<file path="src/rtl/to_afe_az_ctrl_if.sv">
// Hit handshake between the TO front-end controller and the pixel-core logic.
// The controller drives valid/tot/fast; the consumer returns ack.
interface to_afe_az_ctrl_if #(
   parameter int unsigned TOT_W = 4
);
   logic             hit_valid;
   logic [TOT_W-1:0] hit_tot;
   logic             hit_fast;
   logic             hit_ack;

   modport master (
      output hit_valid,
      output hit_tot,
      output hit_fast,
      input  hit_ack
   );

   modport slave (
      input  hit_valid,
      input  hit_tot,
      input  hit_fast,
      output hit_ack
   );
endinterface

</file>
<file path="src/rtl/to_afe_az_ctrl.sv">
// Torino synchronous front-end pixel controller: sequences the discriminator
// autozero phases (S0/S1), owns the AFE power-down, measures ToT on the latch
// output, flags fast hits via the delay line, and presents hits over a
// valid/ack handshake.
module to_afe_az_ctrl #(
   parameter int unsigned PERIOD_W = 12,
   parameter int unsigned TOT_W    = 4,
   parameter int unsigned BLANK    = 2   // must be >= 1
) (
   input  logic                i_clk,
   input  logic                i_reset_b,
   input  logic                i_enable,
   input  logic                i_power_down,
   input  logic [PERIOD_W-1:0] i_az_period,
   input  logic [3:0]          i_az_len,
   input  logic                i_az_req,
   output logic                o_s0,
   output logic                o_s1,
   output logic                o_power_down_to,
   output logic                o_delay_in_to,
   input  logic                i_delay_out_to,
   input  logic                i_voutp_to,
   input  logic                i_voutn_to,
   output logic                o_hit_lost,
   output logic                o_az_busy,
   to_afe_az_ctrl_if.master    io_hit
);

   localparam int unsigned      BlankW    = (BLANK > 1) ? $clog2(BLANK) : 1;
   localparam logic [BlankW-1:0] BlankInit = BlankW'(BLANK - 1);
   localparam logic [TOT_W-1:0]  TotMax    = '1;

   typedef enum logic [2:0] {
      StOff,
      StPre,
      StAz,
      StPost,
      StBlank,
      StIdle
   } state_t;

   state_t              r_state;
   state_t              w_state_d;

   logic                r_s0;
   logic                r_s1;
   logic                r_pd;
   logic                r_busy;
   logic [3:0]          r_az_cnt;
   logic [BlankW-1:0]   r_blank_cnt;
   logic [PERIOD_W-1:0] r_per_cnt;
   logic                r_pending;

   logic                r_disc_q;
   logic                r_active;
   logic                r_fast_pend;
   logic                r_fast;
   logic [TOT_W-1:0]    r_tot;
   logic                r_delay_in;

   logic                r_hit_valid;
   logic [TOT_W-1:0]    r_hit_tot;
   logic                r_hit_fast;
   logic                r_hit_lost;

   logic                w_disc;
   logic                w_force_off;
   logic                w_in_idle;
   logic                w_lead;
   logic                w_trail;
   logic                w_expire;
   logic                w_az_start;
   logic                w_fast;
   logic                w_hit_take;
   logic [3:0]          w_az_len_m1;

   // Equal latch outputs are treated as no hit.
   assign w_disc      = i_voutp_to & ~i_voutn_to;
   assign w_force_off = ~i_enable | i_power_down;
   assign w_in_idle   = (r_state == StIdle);

   assign w_lead  = w_in_idle & w_disc & ~r_disc_q;
   // An abort (force off) swallows a trailing edge so the hit is never reported.
   assign w_trail = w_in_idle & r_active & ~w_disc & ~w_force_off;

   assign w_expire   = w_in_idle & (i_az_period != '0) & (r_per_cnt == PERIOD_W'(1));
   // A leading edge wins over a pending autozero; the request waits for the trailing edge.
   assign w_az_start = (r_pending | w_expire) & ~r_active & ~w_lead;

   // A one-cycle hit ends in the same cycle the delay line is sampled.
   assign w_fast     = r_fast_pend ? i_delay_out_to : r_fast;
   assign w_hit_take = w_trail & (~r_hit_valid | io_hit.hit_ack);

   assign w_az_len_m1 = (i_az_len == 4'd0) ? 4'd0 : (i_az_len - 4'd1);

   // Next-state decode; power down / disable overrides every transition.
   always_comb begin
      w_state_d = r_state;
      case (r_state)
         StOff:   w_state_d = StPre;
         StPre:   w_state_d = StAz;
         StAz:    if (r_az_cnt == 4'd0) w_state_d = StPost;
         StPost:  w_state_d = StBlank;
         StBlank: if (r_blank_cnt == '0) w_state_d = StIdle;
         StIdle:  if (w_az_start) w_state_d = StPre;
         default: w_state_d = StOff;
      endcase
      if (w_force_off) begin
         w_state_d = StOff;
      end
   end

   // State register, phase counters and outputs registered from the next state.
   always_ff @(posedge i_clk or negedge i_reset_b) begin
      if (!i_reset_b) begin
         r_state     <= StOff;
         r_s0        <= 1'b0;
         r_s1        <= 1'b0;
         r_pd        <= 1'b1;
         r_busy      <= 1'b1;
         r_az_cnt    <= 4'd0;
         r_blank_cnt <= '0;
      end else begin
         r_state <= w_state_d;
         r_s0    <= (w_state_d == StAz);
         r_s1    <= (w_state_d == StBlank) || (w_state_d == StIdle);
         r_pd    <= (w_state_d == StOff);
         r_busy  <= (w_state_d != StIdle);
         if (r_state == StPre) begin
            r_az_cnt <= w_az_len_m1;
         end else if ((r_state == StAz) && (r_az_cnt != 4'd0)) begin
            r_az_cnt <= r_az_cnt - 4'd1;
         end
         if (r_state == StPost) begin
            r_blank_cnt <= BlankInit;
         end else if ((r_state == StBlank) && (r_blank_cnt != '0)) begin
            r_blank_cnt <= r_blank_cnt - BlankW'(1);
         end
      end
   end

   // Periodic autozero counter and the pending-request flag.
   always_ff @(posedge i_clk or negedge i_reset_b) begin
      if (!i_reset_b) begin
         r_per_cnt <= '0;
         r_pending <= 1'b0;
      end else begin
         if ((w_state_d == StBlank) && (r_state != StBlank)) begin
            r_per_cnt <= i_az_period;
         end else if (w_in_idle && (i_az_period != '0) && (r_per_cnt != '0)) begin
            r_per_cnt <= r_per_cnt - PERIOD_W'(1);
         end
         if ((w_state_d == StOff) || ((w_state_d == StPost) && (r_state != StPost))) begin
            r_pending <= 1'b0;
         end else if ((i_az_req && (r_state != StOff)) || w_expire) begin
            r_pending <= 1'b1;
         end
      end
   end

   // ToT measurement, fast-flag capture and delay line drive.
   always_ff @(posedge i_clk or negedge i_reset_b) begin
      if (!i_reset_b) begin
         r_disc_q    <= 1'b0;
         r_active    <= 1'b0;
         r_fast_pend <= 1'b0;
         r_fast      <= 1'b0;
         r_tot       <= '0;
         r_delay_in  <= 1'b0;
      end else begin
         r_disc_q    <= w_disc;
         r_delay_in  <= w_disc & w_in_idle & (w_state_d == StIdle);
         r_fast_pend <= w_lead & (w_state_d == StIdle);
         if (w_state_d != StIdle) begin
            r_active <= 1'b0;
         end else if (w_lead) begin
            r_active <= 1'b1;
         end else if (w_trail) begin
            r_active <= 1'b0;
         end
         if (w_lead) begin
            r_tot <= TOT_W'(1);
         end else if (r_active && w_disc && (r_tot != TotMax)) begin
            r_tot <= r_tot + TOT_W'(1);
         end
         if (r_fast_pend) begin
            r_fast <= i_delay_out_to;
         end
      end
   end

   // Hit output register: accept on trailing edge if free or being acked, else drop.
   always_ff @(posedge i_clk or negedge i_reset_b) begin
      if (!i_reset_b) begin
         r_hit_valid <= 1'b0;
         r_hit_tot   <= '0;
         r_hit_fast  <= 1'b0;
         r_hit_lost  <= 1'b0;
      end else begin
         if (w_hit_take) begin
            r_hit_valid <= 1'b1;
            r_hit_tot   <= r_tot;
            r_hit_fast  <= w_fast;
         end else begin
            if (w_trail) begin
               r_hit_lost <= 1'b1;
            end
            if (r_hit_valid && io_hit.hit_ack) begin
               r_hit_valid <= 1'b0;
            end
         end
      end
   end

   assign o_s0            = r_s0;
   assign o_s1            = r_s1;
   assign o_power_down_to = r_pd;
   assign o_delay_in_to   = r_delay_in;
   assign o_hit_lost      = r_hit_lost;
   assign o_az_busy       = r_busy;
   assign io_hit.hit_valid = r_hit_valid;
   assign io_hit.hit_tot   = r_hit_tot;
   assign io_hit.hit_fast  = r_hit_fast;

endmodule

</file>
<file path="src/flat_wrapper.sv">
// flat-port wrapper written by rule: the top's interface ports become plain ports
module to_afe_az_ctrl_flat 
#(
   parameter int unsigned PERIOD_W = 12,
   parameter int unsigned TOT_W    = 4,
   parameter int unsigned BLANK    = 2                  
)
  (i_clk, i_reset_b, i_enable, i_power_down, i_az_period, i_az_len, i_az_req, o_s0, o_s1, o_power_down_to, o_delay_in_to, i_delay_out_to, i_voutp_to, i_voutn_to, o_hit_lost, o_az_busy, io_hit_hit_valid, io_hit_hit_tot, io_hit_hit_fast, io_hit_hit_ack);
  to_afe_az_ctrl_if #(.TOT_W(TOT_W)) io_hit_i ();
  input  logic i_clk;
  input  logic i_reset_b;
  input  logic i_enable;
  input  logic i_power_down;
  input  logic [PERIOD_W-1:0] i_az_period;
  input  logic [3:0] i_az_len;
  input  logic i_az_req;
  output logic o_s0;
  output logic o_s1;
  output logic o_power_down_to;
  output logic o_delay_in_to;
  input  logic i_delay_out_to;
  input  logic i_voutp_to;
  input  logic i_voutn_to;
  output logic o_hit_lost;
  output logic o_az_busy;
  output wire logic [$bits(io_hit_i.hit_valid)-1:0] io_hit_hit_valid;
  output wire logic [$bits(io_hit_i.hit_tot)-1:0] io_hit_hit_tot;
  output wire logic [$bits(io_hit_i.hit_fast)-1:0] io_hit_hit_fast;
  input wire logic [$bits(io_hit_i.hit_ack)-1:0] io_hit_hit_ack;
  assign io_hit_hit_valid = io_hit_i.hit_valid;
  assign io_hit_hit_tot = io_hit_i.hit_tot;
  assign io_hit_hit_fast = io_hit_i.hit_fast;
  assign io_hit_i.hit_ack = io_hit_hit_ack;
  to_afe_az_ctrl #(.PERIOD_W(PERIOD_W), .TOT_W(TOT_W), .BLANK(BLANK)) u_core (.i_clk(i_clk), .i_reset_b(i_reset_b), .i_enable(i_enable), .i_power_down(i_power_down), .i_az_period(i_az_period), .i_az_len(i_az_len), .i_az_req(i_az_req), .o_s0(o_s0), .o_s1(o_s1), .o_power_down_to(o_power_down_to), .o_delay_in_to(o_delay_in_to), .i_delay_out_to(i_delay_out_to), .i_voutp_to(i_voutp_to), .i_voutn_to(i_voutn_to), .o_hit_lost(o_hit_lost), .o_az_busy(o_az_busy), .io_hit(io_hit_i));
endmodule
</file>
<file path="config.mk">
export PLATFORM = sky130hd
export DESIGN_NAME = to_afe_az_ctrl_flat
export DESIGN_NICKNAME = d
export VERILOG_FILES = /design/src/rtl/to_afe_az_ctrl_if.sv /design/src/rtl/to_afe_az_ctrl.sv /design/src/flat_wrapper.sv
export SDC_FILE = /design/constraint.sdc
export NUM_CORES = 1
export LEC_CHECK = 0
export ABC_AREA = 1
export CAP_MARGIN = 20
export CORE_ASPECT_RATIO = 0.8
export CORE_MARGIN = 2
export CORE_UTILIZATION = 25
export DETAILED_ROUTE_END_ITERATION = 8
export GPL_TIMING_DRIVEN = 1
export PLACE_DENSITY_LB_ADDON = 0.1
export SYNTH_ARGS = -nofsm -noshare
export SYNTH_HDL_FRONTEND = slang
export SYNTH_SLANG_ARGS = --single-unit
</file>
<file path="constraint.sdc">
create_clock -name i_clk -period 1.8 [get_ports i_clk]
set_input_delay 0.27 -clock i_clk [delete_from_list [all_inputs] [get_ports i_clk]]
set_output_delay 0.27 -clock i_clk [all_outputs]
set_load 0.03 [all_outputs]
</file>
==> metrics.yaml <==
ant_nets: 0
reg2reg_slack_ps: 6
synth_nets: 317
ys_seq_elements: 41
clock_sinks: 41
worstPathMaxFanout: 6
peakVddDrop_v: 0.000484
overflow: 0
nets: 412
net-switching-power_uw: 957
die_w_um: 113
synthArstFlopShare_pct: 100
n_antenna_cell: 0
grt_pass1_vias: 2062
finalHoldViolCount: 0
vias: 2181
htree_num_levels: 2
clock_path_buffers: 2
grt_busiest_layer: "met1"
dp_hpwl_mm: 4.73
status: "finished with violations"
grt_setup_unrepaired: "yes"
critical_path.top_delay_family: "simple AND/OR/NAND/NOR gates"
drc: 2
final_core_util_pct: 40.2
clkSlewWorstSetupHoldPaths_ps: 60
multi_input_comb_area_sq_um: 1290
ff_latch_area_sq_um: 1030
pre_cts_slack_ps: -234
arrival_ps: 2020
startpoint_type: "flip-flop"
cts_root_buffer: "clkbuf_16"
core_area_sq_um: 9150
met3_usage_pct: 2.27
post-synth-top-area-cell: "dfrtp_1"
die-area_sq_um: 10300
crit_type: "flip-flop to flip-flop"
switching_share_pct: 29.8
wl_per_cell_um: 12.7
die_h_um: 91.2
gr-usage-all-layers_pct: 12.3
skew_ps: 8.70
grt_use_met2_pct: 17.1
worstPathCellList: "inv_2 -> ha_4 -> inv_2 -> nor2_4 -> nand2_1 -> nor2_1 -> nand3_1 -> nand2_2 -> nand2_2 -> nand2_4 -> nand2_4 -> nand4_4 -> clkbuf_16 -> nand3_2 -> nand3_2"
required_ps: 2030
reg2reg_from: "u_core.r_per_cnt[1]"
fin_crit_sh_pct: 99.7
p_int_uw: 2260
hp-class: "input port to asynchronous set/reset pin"
slowest_delay_ps: 400
syn_to_final_growth_pct: 54.7
clkPwrFrac_pct: 37.4
grt_use_met1_pct: 18.8
fill_cells: 961
worst_slack_ps: 6.10
slew_headroom_pct: 51.8
crit_buf_inv: 3
synth_area_sq_um: 2380
cp_slowest_cell: "dfrtp_1"
first_iter_violations: 84
numCtsBuffers: 5
worstSetupStartpoint: "u_core.r_per_cnt[1]"
antenna_found_initial: 0
gp_congestion: 0.772
yosys_warnings: 0
synth-edff-count: 0
slew_violations: 0
start_util_pct: 26.0
end_kind: "flip-flop"
combinationalPowerShare_pct: 28.6
seq_power_share_pct: 33.9
tightest_slew_ps: 712
maxCapViolCount: 0
grt_max_degree: 26
syn_area_per_cell_sq_um: 8.28
period_minus_slack_ps: 1790
fmaxAchievable_mhz: 557
powerDensity_nw_per_um2: 874
yosys-top-cells-area: "dfrtp_1 41%, inv_1 6.6%, nand2_1 6.0%"
placementRows: 31
violations: "DRC"
syn_inst: 287
drive_gt1_share_pct: 34.2
synth_top_flop_cell: "dfrtp_1"
cts_tree: "done"
wirelength_mm: 6.33
drt_first_pass_iters: 6
via_per_inst: 4.38
io_pins: 37
clk_latency_ps: 290
ys_types: 37
grt_pass1_wl_mm: 10.0
port_buffers: 36
p_leak_uw: 0.00178
synth_seq_area_share_pct: 43.3
netlist.area_leader.share_pct: 41.1
setup_viol_count_final: 0
synthesized netlist by cell type (2+ instances only):
library cell  count
nor2_2            2
nand2_1          38
o21ai_0          20
a21oi_1          13
nor3_1            4
nand3_1          27
xor2_1            6
buf_4             2
inv_1            42
inv_2             4
nand3_2          10
nor3_2            2
nor2_1           27
ha_1              5
nor2_4            3
or2_2             2
a31oi_1           2
buf_2             2
nand4_1          13
dfstp_2           2
dfrtp_1          39
nand2_2           7
cell families (layout without fill, tap and decap cells):
kind of cell / after synthesis / after routing / share of synthesized area, %
fa+ha+maj: 5 / 5 / 2.63
flops: 41 / 41 / 43.3
simple gates: 140 / 140 / 32.2
buf+inv: 52 / 148 / 9.00
xor+xnor: 6 / 6 / 2.21
mux: 1 / 1 / 0.474
compound gates: 42 / 42 / 10.3
per-stage QoR:
| step | cells | total power [uW] | hold slack [ps] | instance area [sq um] | setup TNS (ps) |
|---|---|---|---|---|---|
| 6_report | 498 | 3210 | 469 | 3680 | 0 |
| 5_1_grt | 498 | 3400 | 501 | 3680 | -1260 |
| 4_1_cts | 496 | 3140 | 475 | 3490 | 0 |
| 3_5_place_dp | 487 | 1920 | 260 | 3280 | -4030 |
| 3_3_place_gp | 487 | 1920 | 258 | 3280 | -4070 |
| 2_1_floorplan | 287 | 1560 | -25.6 | 2380 | 0 |
per-layer routing:
| layer | up-vias | part of all wire (%) |
|---|---|---|
| met5 | - | 0 |
| met4 | 0 | 1.4 |
| met3 | 8 | 5.3 |
| met1 | 984 | 52 |
| met2 | 42 | 41 |
| li1 | 1147 | - |
layout make-up:
| cell class | count | share of cell area [%] |
|---|---|---|
| Clock inverter | 3 | 1.87 |
| Clock buffer | 5 | 3.40 |
| Timing Repair Buffer | 93 | 22.9 |
| Inverter | 47 | 4.83 |
| Multi-Input combinational cell | 194 | 35.1 |
| Tap cell | 115 | 3.91 |
| Sequential cell | 41 | 28.0 |
path summary, 6_finish.rpt:
kind | endpoint | depth (start not counted)
max reg2reg | u_core.r_per_cnt[7] | 15
min in group i_clk | u_core.io_hit.hit_tot[1] | 2
max in group asynchronous | u_core.o_az_busy | 3
min reg2reg | u_core.io_hit.hit_tot[1] | 2
max | u_core.r_per_cnt[7] | 15
min | u_core.r_per_cnt[6] | 2
sequential cells by signal, indices dropped and copies added, names as in the netlist, 3 cells and up:
register               cells
u_core.io_hit.hit_tot      4
u_core.r_az_cnt            4
u_core.r_per_cnt          12
u_core.r_state             3
u_core.r_tot               4
placed cells by master (no fill, tap or decap), types with 2 or more instances in the layout:
cell type / netlist / final
inv_2: 4 / 8
nand4_1: 13 / 13
dfrtp_1: 39 / 39
clkdlybuf4s50_1: 0 / 35
or2_2: 2 / 2
nand3_1: 27 / 13
buf_12: 0 / 3
inv_1: 42 / 38
buf_4: 2 / 52
nand3_2: 10 / 20
nand2_2: 7 / 9
clkbuf_16: 0 / 6
nand2_1: 38 / 35
nor3_1: 4 / 4
ha_1: 5 / 3
nand2_4: 1 / 2
nand3_4: 0 / 4
nor2_2: 2 / 4
a21oi_1: 13 / 13
bufinv_16: 0 / 2
o21ai_0: 20 / 20
ha_4: 0 / 2
dfstp_2: 2 / 2
nor2_4: 3 / 5
nor3_2: 2 / 2
xor2_1: 6 / 6
a31oi_1: 2 / 2
nor2_1: 27 / 23
power groups by stage:
stage	Sequential (uW)	Clock [uW]	Combinational, uW
final	1090	1200	920
after global routing	1110	1270	1030
after CTS	1080	1230	827
after detailed placement	1100	0	819
after global placement	1100	0	814
after floorplan	1100	0	461
what timing repair did:
item,CTS,global route
pin swaps,0,13
endpoints found under the hold margin,16,0
hold buffers,1,0
cloned,0,1
gates resized for setup,1,35
buffers inserted,0,1
setup endpoints to repair,2,18
Note: power is estimated with default switching activity, not from simulation.
